==> config.mk <==
export PLATFORM = sky130hd
export DESIGN_NAME = phase_tag_uart_reader
export DESIGN_NICKNAME = d
export VERILOG_FILES = /design/src/rtl/phase_reader_pkg.sv /design/src/rtl/uart_tx_byte.sv /design/src/rtl/phase_tag_uart_reader.sv
export SDC_FILE = /design/constraint.sdc
export NUM_CORES = 1
export LEC_CHECK = 0
export ABC_AREA = 1
export CORE_MARGIN = 5
export CORE_UTILIZATION = 50
export DETAILED_ROUTE_END_ITERATION = 10
export PLACE_DENSITY = 0.73
export SLEW_MARGIN = 5
export SYNTH_ARGS = -nofsm -noshare
export SYNTH_HDL_FRONTEND = slang
export SYNTH_SLANG_ARGS = --single-unit
==> constraint.sdc <==
create_clock -name clk_read -period 4.31 [get_ports clk_read]
set_input_delay 0.431 -clock clk_read [delete_from_list [all_inputs] [get_ports clk_read]]
set_output_delay 0.431 -clock clk_read [all_outputs]
set_load 0.01 [all_outputs]
==> src/rtl/phase_reader_pkg.sv <==
// rtl/phase_reader_pkg.sv - shared types, UART constants and hex helper for the phase tag reader
package phase_reader_pkg;

    typedef enum logic [2:0] {
        IDLE,
        RD,
        CAP,
        START,
        DATA,
        STOP
    } reader_state_t;

    localparam logic       UART_START_BIT = 1'b0;
    localparam logic       UART_STOP_BIT  = 1'b1;
    localparam logic [7:0] UART_NEWLINE   = 8'h0A;

    // 0-9 -> '0'-'9', A-F -> 'A'-'F' (uppercase)
    function automatic logic [7:0] nibble_to_ascii(input logic [3:0] nib);
        if (nib < 4'd10) begin
            return {4'h3, nib};
        end
        return 8'h37 + {4'h0, nib};
    endfunction

endpackage

==> src/rtl/uart_tx_byte.sv <==
// rtl/uart_tx_byte.sv - 8N1 LSB-first byte serializer with per-bit baud reload
//
// Ports:
//   clk, rst_n       clock and synchronous active-low reset
//   start, data      load a byte and begin its start bit on the next cycle
//   tx               serial line, idle high (registered)
//   busy             a frame is in progress
//   bit_end          last cycle of the current bit
//   bit_idx          0 = start bit, 1..8 = data bits, 9 = stop bit
//   done             last cycle of the stop bit
// A start on the done cycle chains the next frame with no idle cycle.
module uart_tx_byte
    import phase_reader_pkg::*;
#(
    parameter int CLKS_PER_BIT = 234
) (
    input  logic       clk,
    input  logic       rst_n,
    input  logic       start,
    input  logic [7:0] data,
    output logic       tx,
    output logic       busy,
    output logic       bit_end,
    output logic [3:0] bit_idx,
    output logic       done
);

    localparam int BAUD_W = (CLKS_PER_BIT > 1) ? $clog2(CLKS_PER_BIT) : 1;
    localparam logic [BAUD_W-1:0] BAUD_LAST = BAUD_W'(CLKS_PER_BIT - 1);

    logic [BAUD_W-1:0] baud_cnt;
    logic [7:0]        shift;

    assign bit_end = busy && (baud_cnt == BAUD_LAST);
    assign done    = bit_end && (bit_idx == 4'd9);

    always_ff @(posedge clk) begin
        if (!rst_n) begin
            tx       <= UART_STOP_BIT;
            busy     <= 1'b0;
            baud_cnt <= '0;
            bit_idx  <= '0;
            shift    <= '0;
        end else if (start) begin
            tx       <= UART_START_BIT;
            busy     <= 1'b1;
            baud_cnt <= '0;
            bit_idx  <= '0;
            shift    <= data;
        end else if (busy) begin
            if (bit_end) begin
                baud_cnt <= '0;
                if (bit_idx == 4'd9) begin
                    busy    <= 1'b0;
                    tx      <= UART_STOP_BIT;
                    bit_idx <= '0;
                end else begin
                    bit_idx <= bit_idx + 4'd1;
                    if (bit_idx == 4'd8) begin
                        tx <= UART_STOP_BIT;
                    end else begin
                        tx    <= shift[0];
                        shift <= {1'b0, shift[7:1]};
                    end
                end
            end else begin
                baud_cnt <= baud_cnt + 1'b1;
            end
        end
    end

endmodule

==> src/rtl/phase_tag_uart_reader.sv <==
// rtl/phase_tag_uart_reader.sv - drains phase tags from the FIFO read side onto a UART TX line
//
// Ports:
//   clk_read, rst_n  read-domain clock, synchronous active-low reset
//   tx_en            allow new tags to start; an active tag always completes
//   fifo_data        FIFO Q, valid RD_LATENCY cycles after fifo_rd_en
//   fifo_empty       FIFO empty flag, sampled only in IDLE
//   fifo_rd_en       one-cycle read strobe per tag
//   uart_tx          8N1 serial output, idle high
//   busy             low only in IDLE
//   tags_sent        completed tag count, wraps
// Build option PHASE_TAG_HEX_ASCII_EN: each tag goes out as two uppercase
// hex characters and a newline, chained without idle cycles.
module phase_tag_uart_reader
    import phase_reader_pkg::*;
#(
    parameter int CLKS_PER_BIT = 234,
    parameter int RD_LATENCY   = 1,
    parameter int COUNT_W      = 16
) (
    input  logic               clk_read,
    input  logic               rst_n,
    input  logic               tx_en,
    input  logic [7:0]         fifo_data,
    input  logic               fifo_empty,
    output logic               fifo_rd_en,
    output logic               uart_tx,
    output logic               busy,
    output logic [COUNT_W-1:0] tags_sent
);

    localparam logic [1:0] CAP_LAST = 2'(RD_LATENCY - 1);

    reader_state_t state;
    logic [1:0]    cap_cnt;
    logic          cap_last;
    logic          tx_start;
    logic [7:0]    tx_data;
    logic          tx_busy;
    logic          tx_bit_end;
    logic [3:0]    tx_bit_idx;
    logic          tx_done;

    // fifo_data is consumed straight off the FIFO on the last CAP cycle
    assign cap_last = (state == CAP) && (cap_cnt == CAP_LAST);

`ifdef PHASE_TAG_HEX_ASCII_EN
    logic [1:0] char_idx;
    logic [3:0] lo_nib;

    assign tx_start = cap_last || ((state == STOP) && tx_done && (char_idx != 2'd2));
    always_comb begin
        tx_data = UART_NEWLINE;
        if (cap_last) begin
            tx_data = nibble_to_ascii(fifo_data[7:4]);
        end else if (char_idx == 2'd0) begin
            tx_data = nibble_to_ascii(lo_nib);
        end
    end
`else
    assign tx_start = cap_last;
    assign tx_data  = fifo_data;
`endif

    uart_tx_byte #(
        .CLKS_PER_BIT(CLKS_PER_BIT)
    ) u_tx (
        .clk     (clk_read),
        .rst_n   (rst_n),
        .start   (tx_start),
        .data    (tx_data),
        .tx      (uart_tx),
        .busy    (tx_busy),
        .bit_end (tx_bit_end),
        .bit_idx (tx_bit_idx),
        .done    (tx_done)
    );

    always_ff @(posedge clk_read) begin
        if (!rst_n) begin
            state      <= IDLE;
            fifo_rd_en <= 1'b0;
            busy       <= 1'b0;
            tags_sent  <= '0;
            cap_cnt    <= '0;
`ifdef PHASE_TAG_HEX_ASCII_EN
            char_idx   <= '0;
            lo_nib     <= '0;
`endif
        end else begin
            fifo_rd_en <= 1'b0;
            case (state)
                IDLE: begin
                    if (tx_en && !fifo_empty && !tx_busy) begin
                        state      <= RD;
                        fifo_rd_en <= 1'b1;
                        busy       <= 1'b1;
                    end
                end
                RD: begin
                    state   <= CAP;
                    cap_cnt <= '0;
                end
                CAP: begin
                    if (cap_last) begin
                        state <= START;
`ifdef PHASE_TAG_HEX_ASCII_EN
                        lo_nib   <= fifo_data[3:0];
                        char_idx <= '0;
`endif
                    end else begin
                        cap_cnt <= cap_cnt + 2'd1;
                    end
                end
                START: begin
                    if (tx_bit_end) begin
                        state <= DATA;
                    end
                end
                DATA: begin
                    if (tx_bit_end && (tx_bit_idx == 4'd8)) begin
                        state <= STOP;
                    end
                end
                STOP: begin
                    if (tx_done) begin
`ifdef PHASE_TAG_HEX_ASCII_EN
                        if (char_idx == 2'd2) begin
                            state     <= IDLE;
                            busy      <= 1'b0;
                            tags_sent <= tags_sent + 1'b1;
                            char_idx  <= '0;
                        end else begin
                            state    <= START;
                            char_idx <= char_idx + 2'd1;
                        end
`else
                        state     <= IDLE;
                        busy      <= 1'b0;
                        tags_sent <= tags_sent + 1'b1;
`endif
                    end
                end
                default: state <= IDLE;
            endcase
        end
    end

endmodule

==> reports/qor.txt, run 1 <==
GRT overflow: 0
Die area: 6310 um^2
Met3 Wirelength: 292 um
Worst path bufs/invs: 2
Achievable frequency: 507 MHz
Hold Path Depth: 2
Max incr delay on CP: 0.96 ns
Delay-heaviest family, CP: buffers and inverters
Worst-Skew Late Latency: 0.30 ns
Post-layout net count: 410
Fill cells: 437
CTS tree: built
Via count: 2270
Int Power: 0.748 mW
CP max FO: 20
Residual DRC: 0
Final ANT Viol Nets: 0
Count leader, synth: nand2_1
Setup TNS: 0 ns
Post-synth ARST share: 0%
Ys flop type: dfxtp_1
Worst reg2reg setup slack: 2.55 ns
Iteration-0 DRC Markers: 74
Slowest CP cell: clkdlybuf4s50_1
Worst slew margin: 49.2%
Critical path class: primary input to register
Area growth syn-to-layout: 17.8%
Tmin final: 1.97 ns
Post-synthesis register bit count: 45
Sw Share: 32.7%
DP Area: 2740 um^2
Share of cells above drive strength 1: 7.61%
Worst VDD drop: 0.237 mV
Psw: 0.364 mW
Post-CTS Setup Bufs: 0
Core area: 4690 um^2
Outcome: finished, final reports clean
Worst-case reg-to-reg path depth: 7
Met2 wire length: 2090 um
Synth Instances: 364
RD Place Congestion: 0.892
Clock power frac: 27.8%
Initial antenna violation count: 0
Initial core utilization: 51.4%
Unrepaired setup endpoints after global routing: false
Fin crit share: 45.7%
Register area share after synthesis: 37.3%
Routed len/inst: 11.2 um
Clock Sinks: 45
Pleak: 1.08 nW
Sequential Power Share: 45.5%
Post-DP HPWL: 3770 um
Final Setup Violations: 0
Design area: 2840 um^2
Crit end category: register
Maxcap violations: 0
Die H: 79.5 um
Yosys warning count: 0
I/O pin count: 31
Pwr dens: 391 nW/um^2
Reg2reg start: u_tx.busy$_SDFF_PN0_
Final hold vios: 0
Hold-fix buffers at CTS: 0
Gr usage total: 17.0%
Post-Syn Nets: 380
Worst hold endpoint: u_tx.shift[7]$_SDFFE_PN0P_
Worst hold slack: 0.474 ns
Vias/cell: 5.07
Die X: 79.5 um
Highest Signal Layer: met4
CP Launch Type: primary input
Post-CTS Resized: 0
Comb power frac: 26.7%
DRT met1 WL: 2550 um
Worst min path class: register to register
First-pass GRT wire length: 8710 um
Crit path cell chain: clkdlybuf4s50_1 > inv_1 > nor4_1
Pins over their slew limit: 0
WP data required: 4.52 ns
Post-synth top area share: 37.3%
Reg2Reg Capture Point: u_tx.shift[4]$_SDFFE_PN0P_
Worst-margin pin slew: 0.759 ns
Ant diodes: 0
Final wirelength: 5020 um
Post-synthesis cell type count: 32
Vias in the first global route: 2025
Critical Path AT: 2.18 ns
Layout Skew: 0.0101 ns
Post-synth EDFFs: 0
Bufs on Longest Clock Path: 2
Mapped Area: 2410 um^2
Syn_area_per_cell: 6.63 um^2
Root Driver: clkbuf_8
DRT Pass-1 Iters: 6
I/O Buffers: 30
Hold path startpoint: u_tx.shift[7]$_SDFFE_PN0P_
Synth area leader: dfxtp_1
Most instantiated cells after synthesis: nand2_1, nor2_1, dfxtp_1
Leading post-synthesis cells by cell area: dfxtp_1, nand2_1, nor2_1, inv_1, nand3_1
CTS buffer count: 5
Worst-path clk slew: 0.09 ns
Largest net degree at the start of global routing: 21
Site Rows: 25
H-tree levels: 2
## layout by cell type, fill, tap and decap left out, drive strengths merged
cell / instances
a21oi: 19
bufinv: 1
clkbuf: 5
clkdlybuf4s50: 30
clkinv: 1
dfxtp: 45
ha: 4
inv: 49
nand2: 98
nand3: 28
nand3b: 2
nand4: 8
nor2: 62
nor3: 12
nor3b: 4
nor4: 1
o211a: 2
o211ai: 1
o21ai: 20
o21bai: 1
xor2: 1
## worst register-to-register path, cell delays in order, from the launching register on
cell and delay, ns:
dfxtp_1 0.58, nand2_2 0.13, nor2_2 0.20, nand2_2 0.11, o21ai_4 0.33, nand3_1 0.12, o21ai_1 0.11, nor2_1 0.05
## power by group through the flow
stage / clock network [mW] / logic (mW) / registers, mW
floorplan: 0 / 0.249 / 0.502
global placement: 0 / 0.291 / 0.514
detailed placement: 0 / 0.297 / 0.513
CTS: 0.320 / 0.298 / 0.505
global route: 0.335 / 0.342 / 0.514
finish: 0.309 / 0.296 / 0.506
## state kept, by name (all words and copies together), names as in the netlist
name	flops
busy	1
cap_cnt	2
fifo_rd_en	1
state	3
tags_sent	16
u_tx.baud_cnt	8
u_tx.bit_idx	4
u_tx.busy	1
u_tx.shift	8
u_tx.tx	1
## routing by layer
metal | up-vias | track usage [%]
li1 | 1221 | -
met1 | 984 | 22.9
met2 | 58 | 26.0
met3 | 7 | 4.18
met4 | 0 | 6.87
met5 | - | 0
## cells by family (layout without fill, tap and decap cells)
group,Yosys count,after routing,synth area share (%)
AO/OA/AOI/OAI,43,43,10.0
XOR/XNOR,1,1,0.363
buffers and inverters,56,86,9.39
flip-flops,45,45,37.3
adder cells (fa/ha/maj),4,4,2.07
AND/OR/NAND/NOR,215,215,40.8
## how the worst max path moves through the flow
stage                                        from                         end  slack [ns]  cells after the start
CTS                                         rst_n       fifo_rd_en$_SDFF_PN0_        2.34                      3
global placement                            rst_n       fifo_rd_en$_SDFF_PN0_        2.06                      3
detailed placement                          rst_n       fifo_rd_en$_SDFF_PN0_        2.03                      3
floorplan           u_tx.baud_cnt[1]$_SDFFE_PP0P_  u_tx.shift[0]$_SDFFE_PN0P_        2.84                      9
global route                                rst_n       fifo_rd_en$_SDFF_PN0_        2.23                      3
finish                                      rst_n       fifo_rd_en$_SDFF_PN0_        2.34                      3
## final cells by class
class,count,area [um^2],share of cell area (%)
Clock buffer,5,68.8,2.42
Clock inverter,2,35.0,1.23
Inverter,49,184,6.47
Multi-Input combinational cell,263,1280,45.2
Sequential cell,45,901,31.7
Tap cell,54,67.6,2.38
Timing Repair Buffer,30,300,10.6
## through the flow
| stage | utilization (%) | instances | worst slack, ns | total power, mW |
|---|---|---|---|---|
| after global placement | 58.3 | 441 | 2.06 | 0.805 |
| after floorplan | - | 364 | 2.84 | 0.751 |
| final | 60.6 | 448 | 2.34 | 1.11 |
| after global routing | 60.6 | 448 | 2.23 | 1.19 |
| after CTS | 60.6 | 448 | 2.34 | 1.12 |
| after detailed placement | 58.3 | 441 | 2.03 | 0.811 |
(Power assumes the default switching activity.)
==> inputs of run 2 (changes only) <==
--- a/config.mk
+++ b/config.mk
@@ -9,7 +9,7 @@
 export CORE_MARGIN = 5
 export CORE_UTILIZATION = 50
 export DETAILED_ROUTE_END_ITERATION = 10
-export PLACE_DENSITY = 0.73
+export PLACE_DENSITY = 0.76
 export SLEW_MARGIN = 5
 export SYNTH_ARGS = -nofsm -noshare
 export SYNTH_HDL_FRONTEND = slang
==> constraint.sdc (replaced) <==
create_clock -name clk_read -period 1.76 [get_ports clk_read]
set_input_delay 0.176 -clock clk_read [delete_from_list [all_inputs] [get_ports clk_read]]
set_output_delay 0.176 -clock clk_read [all_outputs]
set_load 0.01 [all_outputs]
==> run 2 against run 1 <==
Compared with the run above: core utilization is 1.3 points higher; flip-flop and latch count unchanged; global-route usage increased by 1.2 points; clock power increased by 110%; clock skew decreased by 0.0047 ns; critical path depth is 8 higher; count of clock-buffer cells in the layout is the same; final cell count rose by 2.0%; first-iteration DRC count increased by 89%; sequential power increased by 140%; register-to-register slack got worse by 2.4 ns; critical endpoint is now u_tx.shift[7]$_SDFFE_PN0P_; largest power group unchanged; highest routed layer unchanged.
==> reports/qor.txt, run 2 (synthesis gave the netlist of run 1 again) <==
Outcome: finished, final reports clean
Final Setup Violations: 0
Pins over their slew limit: 0
GRT overflow: 0
Maxcap violations: 0
Most frequent cells in the layout: nand2_1, nor2_1, dfxtp_1
Gr usage total: 18.2%
Commonest non-fill, non-tap cell in the layout: nand2_1
Sequential Area: 901 um^2
Die area: 6310 um^2
I/O pin count: 31
CTS tree: built
Initial antenna violation count: 0
Psw: 0.934 mW
Iteration-0 DRC Markers: 140
Crit end category: register
Final wirelength: 5310 um
Design area: 2900 um^2
Post-DP HPWL: 4030 um
Worst-margin pin slew: 0.346 ns
Worst hold endpoint: u_tx.shift[7]$_SDFFE_PN0P_
Worst min path class: primary input to register
Worst VDD drop: 0.549 mV
Comb power frac: 29.7%
Footprint of the multi-input gates: 1280 um^2
Pleak: 1.11 nW
Clock Sinks: 45
Post-layout net count: 418
Delay-heaviest family, CP: buffers and inverters
Die X: 79.5 um
Reg2reg start: u_tx.baud_cnt[1]$_SDFFE_PP0P_
Bufs on Longest Clock Path: 2
Critical Path AT: 1.83 ns
Vias in the first global route: 2060
Fill cells: 437
DRT met1 WL: 2490 um
Worst hold slack: 0.432 ns
Sw Share: 34.9%
RD Place Congestion: 0.911
Layout Skew: 0.00536 ns
Site Rows: 25
Tmin final: 1.63 ns
Routed len/inst: 11.6 um
WP data required: 1.97 ns
Int Power: 1.74 mW
CP max FO: 14
Die H: 79.5 um
Via count: 2355
Share of cells above drive strength 1: 9.68%
Final ANT Viol Nets: 0
Critical path class: register to register
Initial core utilization: 51.4%
Highest Signal Layer: met4
I/O Buffers: 30
DP Area: 2780 um^2
Slowest CP cell: dfxtp_1
DRT Pass-1 Iters: 4
Worst slew margin: 76.7%
Met3 Wirelength: 253 um
CP Launch Type: register
Hold Path Depth: 3
Worst-Skew Late Latency: 0.31 ns
Largest net degree at the start of global routing: 17
CTS buffer count: 5
Sequential Power Share: 45.8%
Final Power: 2.68 mW
Final hold vios: 0
Achievable frequency: 614 MHz
Reg2Reg Capture Point: u_tx.shift[7]$_SDFFE_PN0P_
Root Driver: clkbuf_8
Clock power frac: 24.4%
Worst-path clk slew: 0.09 ns
Largest Register: tags_sent
Vias/cell: 5.15
Max incr delay on CP: 0.33 ns
Biggest regs: tags_sent (16), u_tx.baud_cnt (8), u_tx.shift (8)
Worst-case reg-to-reg path depth: 11
Hold path startpoint: fifo_data[7]
Largest register FFs: 16
Worst path bufs/invs: 4
Core area: 4690 um^2
Fin crit share: 92.5%
Crit path depth: 11
Ant diodes: 0
H-tree levels: 2
Area growth syn-to-layout: 20.3%
Pwr dens: 922 nW/um^2
First-pass GRT wire length: 9440 um
Util after Layout: 61.8%
Crit path cell chain: inv_1 > ha_1 > nand2_1 > nor2_4 > nand2_2 > o21ai_4 > buf_12 > buf_4 > inv_1 > nand2_1 > a21oi_1
Worst reg2reg setup slack: 0.13 ns
Residual DRC: 0
Met2 wire length: 2500 um
run 2: worst max-delay path by stage:
stage,startpoint,endpoint
after global placement,u_tx.baud_cnt[1]$_SDFFE_PP0P_,u_tx.shift[4]$_SDFFE_PN0P_
after global routing,u_tx.baud_cnt[0]$_SDFFE_PP0P_,tags_sent[9]$_SDFFE_PN0P_
after CTS,u_tx.baud_cnt[1]$_SDFFE_PP0P_,u_tx.shift[4]$_SDFFE_PN0P_
after detailed placement,u_tx.baud_cnt[1]$_SDFFE_PP0P_,u_tx.shift[5]$_SDFFE_PN0P_
final,u_tx.baud_cnt[1]$_SDFFE_PP0P_,u_tx.shift[7]$_SDFFE_PN0P_
after floorplan,u_tx.baud_cnt[1]$_SDFFE_PP0P_,u_tx.shift[0]$_SDFFE_PN0P_
run 2: area by class of cell:
class                      instances  share of cell area (%)
multi-input combinational        263                    44.3
sequential                        45                    31.0
timing repair buffer              38                    12.9
inverter                          49                    6.34
clock buffer                       5                    2.37
tap                               54                    2.33
clock inverter                     3                   0.776
run 2: worst reg2reg max path: stages, from the launching register on:
cell and delay [ns]:
dfxtp_1 0.33, inv_1 0.09, ha_1 0.21, nand2_1 0.10, nor2_4 0.13, nand2_2 0.10
o21ai_4 0.18, buf_12 0.14, buf_4 0.11, inv_1 0.03, nand2_1 0.05, a21oi_1 0.05
run 2: power groups by stage:
stage / registers [mW] / clock network (mW) / logic, mW
floorplan: 1.23 / 0 / 0.610
global placement: 1.24 / 0 / 0.735
detailed placement: 1.25 / 0 / 0.753
CTS: 1.22 / 0.673 / 0.756
global route: 1.25 / 0.721 / 0.913
finish: 1.23 / 0.654 / 0.796
run 2: repair_timing:
action,CTS,global route
gates resized for setup,0,0
buffers inserted,0,3
setup endpoints to repair,0,7
hold buffers,0,0
run 2: stage by stage:
| step | std cells | setup TNS (ns) | setup slack (ns) |
|---|---|---|---|
| floorplan | 364 | 0 | 0.289 |
| global placement | 446 | 0 | 0.173 |
| detailed placement | 446 | 0 | 0.129 |
| CTS | 454 | 0 | 0.111 |
| global route | 457 | -0.00906 | -0.00680 |
| finish | 457 | 0 | 0.132 |
run 2: routing by layer:
layer | up-vias | GRT usage, %
li1 | 1243 | -
met1 | 1047 | 23.5
met2 | 55 | 31.1
met3 | 10 | 3.39
met4 | 0 | 4.81
met5 | - | 0
==> inputs of run 3 (changes only) <==
--- a/config.mk
+++ b/config.mk
@@ -6,9 +6,11 @@
 export NUM_CORES = 1
 export LEC_CHECK = 0
 export ABC_AREA = 1
-export CORE_MARGIN = 5
+export CAP_MARGIN = 20
+export CORE_MARGIN = 2
 export CORE_UTILIZATION = 50
 export DETAILED_ROUTE_END_ITERATION = 10
+export GPL_TIMING_DRIVEN = 0
 export PLACE_DENSITY = 0.76
 export SLEW_MARGIN = 5
 export SYNTH_ARGS = -nofsm -noshare
==> run 3 against run 2 <==
Compared with the run above: die area is 15% lower; fmax is 0.26% lower; via count is 0.72% lower; critical endpoint is now tags_sent[8]$_SDFFE_PN0P_; hold slack better by 0.0043 ns; count of clock-buffer cells in the layout stayed put; final cell count is 0.66% higher; combinational power is 1% higher; critical path depth is 2 lower; wire length is 2.9% lower; largest power group unchanged.
==> reports/qor.txt, run 3 (synthesis gave the netlist of run 1 again) <==
Outcome: finished, final reports clean
RD Place Congestion: 0.834
DRT met1 WL: 2490 um
Commonest non-fill, non-tap cell in the layout: nand2_1
Gr usage total: 20.3%
Pwr dens: 899 nW/um^2
Vias in the first global route: 2011
Worst-Skew Late Latency: 0.30 ns
Maxcap violations: 0
Worst slew margin: 68.2%
Worst-case reg-to-reg path depth: 9
Reg2Reg Capture Point: tags_sent[8]$_SDFFE_PN0P_
Clock Sinks: 45
Achievable frequency: 613 MHz
Routed len/inst: 11.2 um
Critical Path AT: 1.83 ns
Via count: 2338
Initial core utilization: 51.4%
Crit end category: register
First-pass GRT wire length: 8650 um
Largest Register: tags_sent
CP Launch Type: register
Area growth syn-to-layout: 20.9%
Largest register FFs: 16
CTS tree: built
Share of cells above drive strength 1: 10.1%
Die H: 73.5 um
Pleak: 1.12 nW
Hold-fix buffers at CTS: 0
Biggest regs: tags_sent (16), u_tx.baud_cnt (8), u_tx.shift (8)
Site Rows: 25
Initial antenna violation count: 0
Worst VDD drop: 0.494 mV
Layout Skew: 0.00437 ns
Highest Signal Layer: met4
WP data required: 1.96 ns
Met2 wire length: 2340 um
Hold path startpoint: fifo_data[7]
Bufs on Longest Clock Path: 2
Residual DRC: 0
DRT Pass-1 Iters: 4
Root Driver: clkbuf_8
CP max FO: 5
Iteration-0 DRC Markers: 151
Reg2reg start: u_tx.baud_cnt[1]$_SDFFE_PP0P_
GRT overflow: 0
Worst hold endpoint: u_tx.shift[7]$_SDFFE_PN0P_
Worst-margin pin slew: 0.473 ns
Pins over their slew limit: 0
DP Area: 2780 um^2
Most frequent cells in the layout: nand2_1, nor2_1, dfxtp_1
Worst reg2reg setup slack: 0.13 ns
Core area: 4690 um^2
Largest net degree at the start of global routing: 13
Ant diodes: 0
Fin crit share: 92.7%
Final Setup Violations: 0
Vias/cell: 5.08
H-tree levels: 2
Util after Layout: 62.2%
Die X: 73.5 um
Die area: 5400 um^2
Design area: 2920 um^2
Final ANT Viol Nets: 0
Final hold vios: 0
Final wirelength: 5150 um
Critical path class: register to register
Worst min path class: primary input to register
I/O Buffers: 30
CTS buffer count: 5
Post-layout net count: 423
Hold Path Depth: 3
Met3 Wirelength: 178 um
I/O pin count: 31
Post-DP HPWL: 3880 um
Tmin final: 1.63 ns
Worst-path clk slew: 0.08 ns
run 3: worst max-delay path by stage:
stage,cells past startpoint,slack [ns],end,from
floorplan,9,0.29,u_tx.shift[0]$_SDFFE_PN0P_,u_tx.baud_cnt[1]$_SDFFE_PP0P_
global placement,5,-0.11,busy$_SDFFE_PN0P_,rst_n
detailed placement,5,-0.14,busy$_SDFFE_PN0P_,rst_n
CTS,9,0.06,tags_sent[8]$_SDFFE_PN0P_,u_tx.baud_cnt[1]$_SDFFE_PP0P_
global route,10,-0.008,u_tx.shift[4]$_SDFFE_PN0P_,u_tx.baud_cnt[1]$_SDFFE_PP0P_
finish,9,0.13,tags_sent[8]$_SDFFE_PN0P_,u_tx.baud_cnt[1]$_SDFFE_PP0P_
run 3: cell type report:
class | instances | area, um^2
tap | 54 | 67.6
clock buffer | 5 | 68.8
sequential | 45 | 901
buffer | 7 | 43.8
timing repair buffer | 35 | 338
inverter | 49 | 186
clock inverter | 1 | 5.00
multi-input combinational | 264 | 1310
fill | 435 | 1780
run 3: power breakdown:
| part | internal [mW] | switching (mW) | total, mW |
|---|---|---|---|
| Clock | 0.262 | 0.334 | 0.595 |
| Combinational | 0.317 | 0.489 | 0.806 |
| Sequential | 1.14 | 0.0807 | 1.22 |
| Total | 1.72 | 0.903 | 2.62 |
run 3: per-layer routing:
| layer | vias to the layer above | global-route usage (%) |
|---|---|---|
| li1 | 1252 | - |
| met1 | 1029 | 27.4 |
| met2 | 46 | 32.8 |
| met3 | 11 | 3.02 |
| met4 | 0 | 7.47 |
| met5 | - | 0 |
run 3: per-stage QoR:
step | power [mW] | TNS, ns | hold WS (ns) | std cells | setup slack, ns
global placement | 2.01 | -0.414 | 0.453 | 448 | -0.108
finish | 2.62 | 0 | 0.437 | 460 | 0.128
floorplan | 1.84 | 0 | 0.325 | 364 | 0.289
detailed placement | 2.03 | -0.905 | 0.457 | 448 | -0.140
CTS | 2.63 | 0 | 0.431 | 454 | 0.0581
global route | 2.81 | -0.0138 | 0.465 | 460 | -0.00776
run 3: timing repair:
action | 4_1_cts | 5_1_grt
setup buffers | 0 | 5
gates resized for setup | 0 | 6
setup endpoints to repair | 0 | 16
run 3: critical path: stages, from the launching register on:
cell and delay, ns:
dfxtp_1 0.33, inv_1 0.09, ha_2 0.21, nand2_1 0.09, nor2_4 0.13, nand3_4 0.14, nor2_4 0.21, nand2_1 0.12
o21ai_0 0.16, nor2_1 0.05
